File: src/rtl/mem_pkg.sv
// Shared widths and word/address types for the sram_mem storage block.
package mem_pkg;

    localparam int MEM_DATA_W = 8;
    localparam int MEM_ADDR_W = 8;

    typedef logic [MEM_DATA_W-1:0] word_t;
    typedef logic [MEM_ADDR_W-1:0] addr_t;

endpackage

File: src/rtl/sram_mem_array.sv
// Plain 2**ADDR_W x DATA_W storage with a synchronous write port and a
// registered read port; a read and write to the same word return the old data.
module sram_mem_array
    import mem_pkg::*;
#(
    parameter int DATA_W = MEM_DATA_W,
    parameter int ADDR_W = MEM_ADDR_W
) (
    input  logic              clk,
    input  logic              wr_en_i,
    input  logic              rd_en_i,
    input  logic              rd_clr_i,
    input  logic [ADDR_W-1:0] addr_i,
    input  logic [DATA_W-1:0] wr_data_i,
    output logic [DATA_W-1:0] rd_data_o
);

    localparam int DEPTH = 2 ** ADDR_W;

    logic [DATA_W-1:0] mem_q [DEPTH];
    logic [DATA_W-1:0] rd_data_q;
    logic [DATA_W-1:0] rd_data_d;

    always_ff @(posedge clk) begin
        if (wr_en_i) begin
            mem_q[addr_i] <= wr_data_i;
        end
    end

    // The read samples mem_q before this edge's write lands: read-before-write.
    always_comb begin
        rd_data_d = rd_data_q;
        if (rd_clr_i) begin
            rd_data_d = '0;
        end else if (rd_en_i) begin
            rd_data_d = mem_q[addr_i];
        end
    end

    always_ff @(posedge clk) begin
        rd_data_q <= rd_data_d;
    end

    assign rd_data_o = rd_data_q;

endmodule

File: src/rtl/sram_mem.sv
// Single-port synchronous RAM: chip-select qualification and synchronous
// reset of the read register; stored contents are never touched by reset.
module sram_mem
    import mem_pkg::*;
#(
    parameter int DATA_W = MEM_DATA_W,
    parameter int ADDR_W = MEM_ADDR_W
) (
    input  logic              clk,
    input  logic              rst,
    input  logic              cs,
    input  logic              we,
    input  logic              re,
    input  logic [ADDR_W-1:0] addr,
    input  logic [DATA_W-1:0] data_in,
    output logic [DATA_W-1:0] data_out
);

    logic wr_en;
    logic rd_en;

    // Reset drops any access requested in the same cycle.
    assign wr_en = cs & we & ~rst;
    assign rd_en = cs & re & ~rst;

    sram_mem_array #(
        .DATA_W (DATA_W),
        .ADDR_W (ADDR_W)
    ) u_array (
        .clk       (clk),
        .wr_en_i   (wr_en),
        .rd_en_i   (rd_en),
        .rd_clr_i  (rst),
        .addr_i    (addr),
        .wr_data_i (data_in),
        .rd_data_o (data_out)
    );

endmodule

File: config.mk
export PLATFORM = sky130hd
export DESIGN_NAME = sram_mem
export DESIGN_NICKNAME = d
export VERILOG_FILES = /design/src/rtl/mem_pkg.sv /design/src/rtl/sram_mem_array.sv /design/src/rtl/sram_mem.sv
export SDC_FILE = /design/constraint.sdc
export NUM_CORES = 2
export LEC_CHECK = 0
export CORE_ASPECT_RATIO = 0.7
export CORE_MARGIN = 4
export CORE_UTILIZATION = 57
export CTS_CLUSTER_DIAMETER = 50
export CTS_CLUSTER_SIZE = 14
export DETAILED_ROUTE_END_ITERATION = 8
export PLACE_DENSITY = 0.78
export SYNTH_ARGS = -nofsm -noshare
export SYNTH_HDL_FRONTEND = slang
export SYNTH_SLANG_ARGS = --single-unit
File: constraint.sdc
create_clock -name clk -period 4.8 [get_ports clk]
set_clock_uncertainty 0.15 [all_clocks]
set_input_delay 0.96 -clock clk [delete_from_list [all_inputs] [get_ports clk]]
set_output_delay 0.96 -clock clk [all_outputs]
set_load 0.05 [all_outputs]
==> impl_metrics.yaml <==
critical_path:
  cp-startpoint: "addr[7]"
  worstPathMaxFanout: 9
  r2r_end: "u_array.rd_data_o[7]"
  crit-reg2reg-launch: "u_array.mem_q[152][7]"
  rr_worst_depth: 7
  crit_path_cell_trace: "clkdlybuf4s50_1 -> inv_1 -> nor2_1 -> nand2_1 -> nor4b_1 -> a2111o_1 -> a31oi_1"
  end_kind: "register"
  path_buf_inv: 2
  cp_data_arrival_time_ns: 4.45
  critPathRequiredTime_ns: 5.32
  path_delay_family: "simple AND/OR/NAND/NOR gates"
  crit_type: "in -> reg"
  slowest_delay_ns: 0.93
  r2r_slack_ns: 1.78
  start_kind: "input pin"
  cpMaxStageDelayCell: "nor2_1"
clock_tree:
  clock_latency_ns: 0.81
  postCtsHoldBufs: 0
  post_cts_resized: 0
  post_cts_buffers: 0
  cts_buffers: 166
  cts_buffer_depth: 3
  cts_sinks: 2056
  cts_tree: "built"
  cts-root-buf: "clkbuf_16"
  h-tree-depth: 4
  clk_pin_slew_ns: 0.06
die:
  core_sq_um: 139000
  die-height_um: 322
  ios: 29
  die-area_sq_um: 147000
  rows: 114
  start_util_pct: 57.8
  die_width_um: 457
route:
  antenna_left: 0
  first_pass_iters: 8
  drt-initial-drc-count: 7722
  vias_per_cell: 7.01
  drt_wl_total_um: 212000
  detail_route.wl_per_cell_um: 34.7
  dr_total_vias: 42767
  drc: 0
timing:
  setup_violations: 0
  max_freq_mhz: 255
  slew_violations: 0
  worst_pin_slew_ns: 1.17
  fin_crit_ns: 3.93
  setup_tns_ns: 0
  rsz0062_at_grt: "no"
  postLayoutSetupSlackWorst_ns: 0.871
  relSlewSlack_pct: 21.6
  period_share_pct: 81.9
  report.final.hold_viol_count: 0
logic_synthesis:
  synth.avg_cell_area_sq_um: 21.0
  synth.top_cell.area_share_pct: 76.5
  async_flop_share_pct: 0
  synth-compound-area-share_pct: 2.87
  synth_top_flop_cell: "edfxtp_1"
  synthAdderAreaFrac_pct: 0
  synth_edf_count: 2048
  synth_xor_area_share_pct: 0
  synth_mux_area_share_pct: 15.8
  synth_area_sq_um: 80400
  synth_cell_type_count: 67
  synth_area_leaders: "edfxtp_1, mux4_2, mux2i_1"
  yosys_warnings: 0
  synth_top_family_by_area: "multiplexers"
  synth_top_area_cell: "edfxtp_1"
  synth-simple-area-share_pct: 2.73
  synth_seq_area_share_pct: 76.7
  syn_inst: 3818
  synth_nets: 3839
  synth_seq_cells: 2056
global_route:
  grt_usage_pct: 28.9
  grt_pass1_vias: 41328
  grt_overflow: 0
  grt_pass1_wl_um: 303000
  antenna_found_initial: 8
  grt_max_degree: 165
placed_design:
  place.gp.congestion: 0.952
  dp_hpwl_um: 131000
  place_area_sq_um: 85200
  portBuffers: 28
  dpl_worst_slack_ns: 0.320
layout:
  multi_input_area_sq_um: 17200
  fill_cells: 8709
  layout_commonest_cell: "edfxtp_1"
  final_cell_mix: "edfxtp_1, mux4_2, buf_4, nor2_1, mux2i_1"
  area_growth_pct: 11.6
  fin_area_sq_um: 89700
  final_layout_size_suffix_gt1_share_pct: 26.0
  fin_nets: 4234
  register_area_sq_um: 61700
run_status:
  outcome: "completed"
pwr:
  power_density_nw_per_um2: 379
  seqPwrFrac_pct: 58.1
  irDropWorstVdd_mv: 0.370
  p_leak_nw: 28.6
  swShare_pct: 21.2
  internal_power_mw: 26.8
  p_comb_share_pct: 5.6
  p_sw_mw: 7.19
  clockPowerShare_pct: 36.3
hold_path:
  hold_class: "reg -> reg"
  hold_depth: 2
  hold_end: "u_array.rd_data_o[0]"
  hold_path.startpoint: "u_array.rd_data_o[0]"
run:
  maxCapViolCount: 0
layout make-up:
cell class                 instances  area share (%)
sequential                      2056            68.7
clock buffer                     188            4.85
inverter                           6          0.0251
clock inverter                    12           0.191
multi-input combinational       1517            19.2
antenna                            3         0.00837
timing repair buffer             466            4.40
tap                             1856            2.59
worst max-delay path by stage:
stage                                  endpoint  depth (start not counted)
after floorplan           u_array.mem_q[147][0]                          9
after global placement     u_array.rd_data_o[0]                          7
after detailed placement   u_array.rd_data_o[1]                          9
after CTS                  u_array.rd_data_o[0]                          7
after global routing       u_array.rd_data_o[7]                          9
final                      u_array.rd_data_o[0]                          7
logic make-up after synthesis:
family          after synthesis
buf+inv                     245
mux                         681
flops                      2056
simple gates                502
compound gates              334
per-stage QoR:
step                      total power, mW  utilization, %  instances  hold WS (ns)
after floorplan                      21.1               -       3818         0.577
final                                34.0            64.5       6104         0.442
after CTS                            34.0            64.5       6101         0.440
after global placement               21.9            61.2       5901         0.429
after detailed placement             22.0            61.2       5901         0.431
after global routing                 34.9            64.5       6102         0.484
worst min-delay path, stage by stage (launching register included):
cell and delay (ns):
dfxtp_1 0.36, a21oi_1 0.14, a31oi_1 0.04
power groups by stage:
stage	clock network, mW	registers [mW]	logic, mW
final	12.3	19.8	1.89
after global routing	13.2	19.7	1.95
after CTS	12.4	19.8	1.84
after detailed placement	0	20.2	1.83
after global placement	0	20.2	1.79
after floorplan	0	20.2	0.958
cells in the mapped netlist (all sizes together) (15+ instances only):
| cell | instances |
|---|---|
| clkbuf | 86 |
| nand3 | 52 |
| a21oi | 56 |
| o22ai | 17 |
| edfxtp | 2048 |
| mux2 | 31 |
| mux4 | 454 |
| buf | 152 |
| a22oi | 83 |
| nor2 | 279 |
| a221oi | 30 |
| nand2 | 70 |
| a31oi | 15 |
| nor3 | 37 |
| mux2i | 196 |
| o21ai | 55 |
registers in the layout (all words and copies together) (netlist names):
name and cells:
u_array.rd_data_o 8, u_array.mem_q 2048
metal layers:
layer  routed length (um)  vias up  track usage (%)
li1                     -    16611                -
met1                79200    22082             43.2
met2                91500     3599             40.4
met3                33200      467             10.1
met4                 7500        8             9.74
met5                   54        -                0
(Power assumes the default switching activity.)
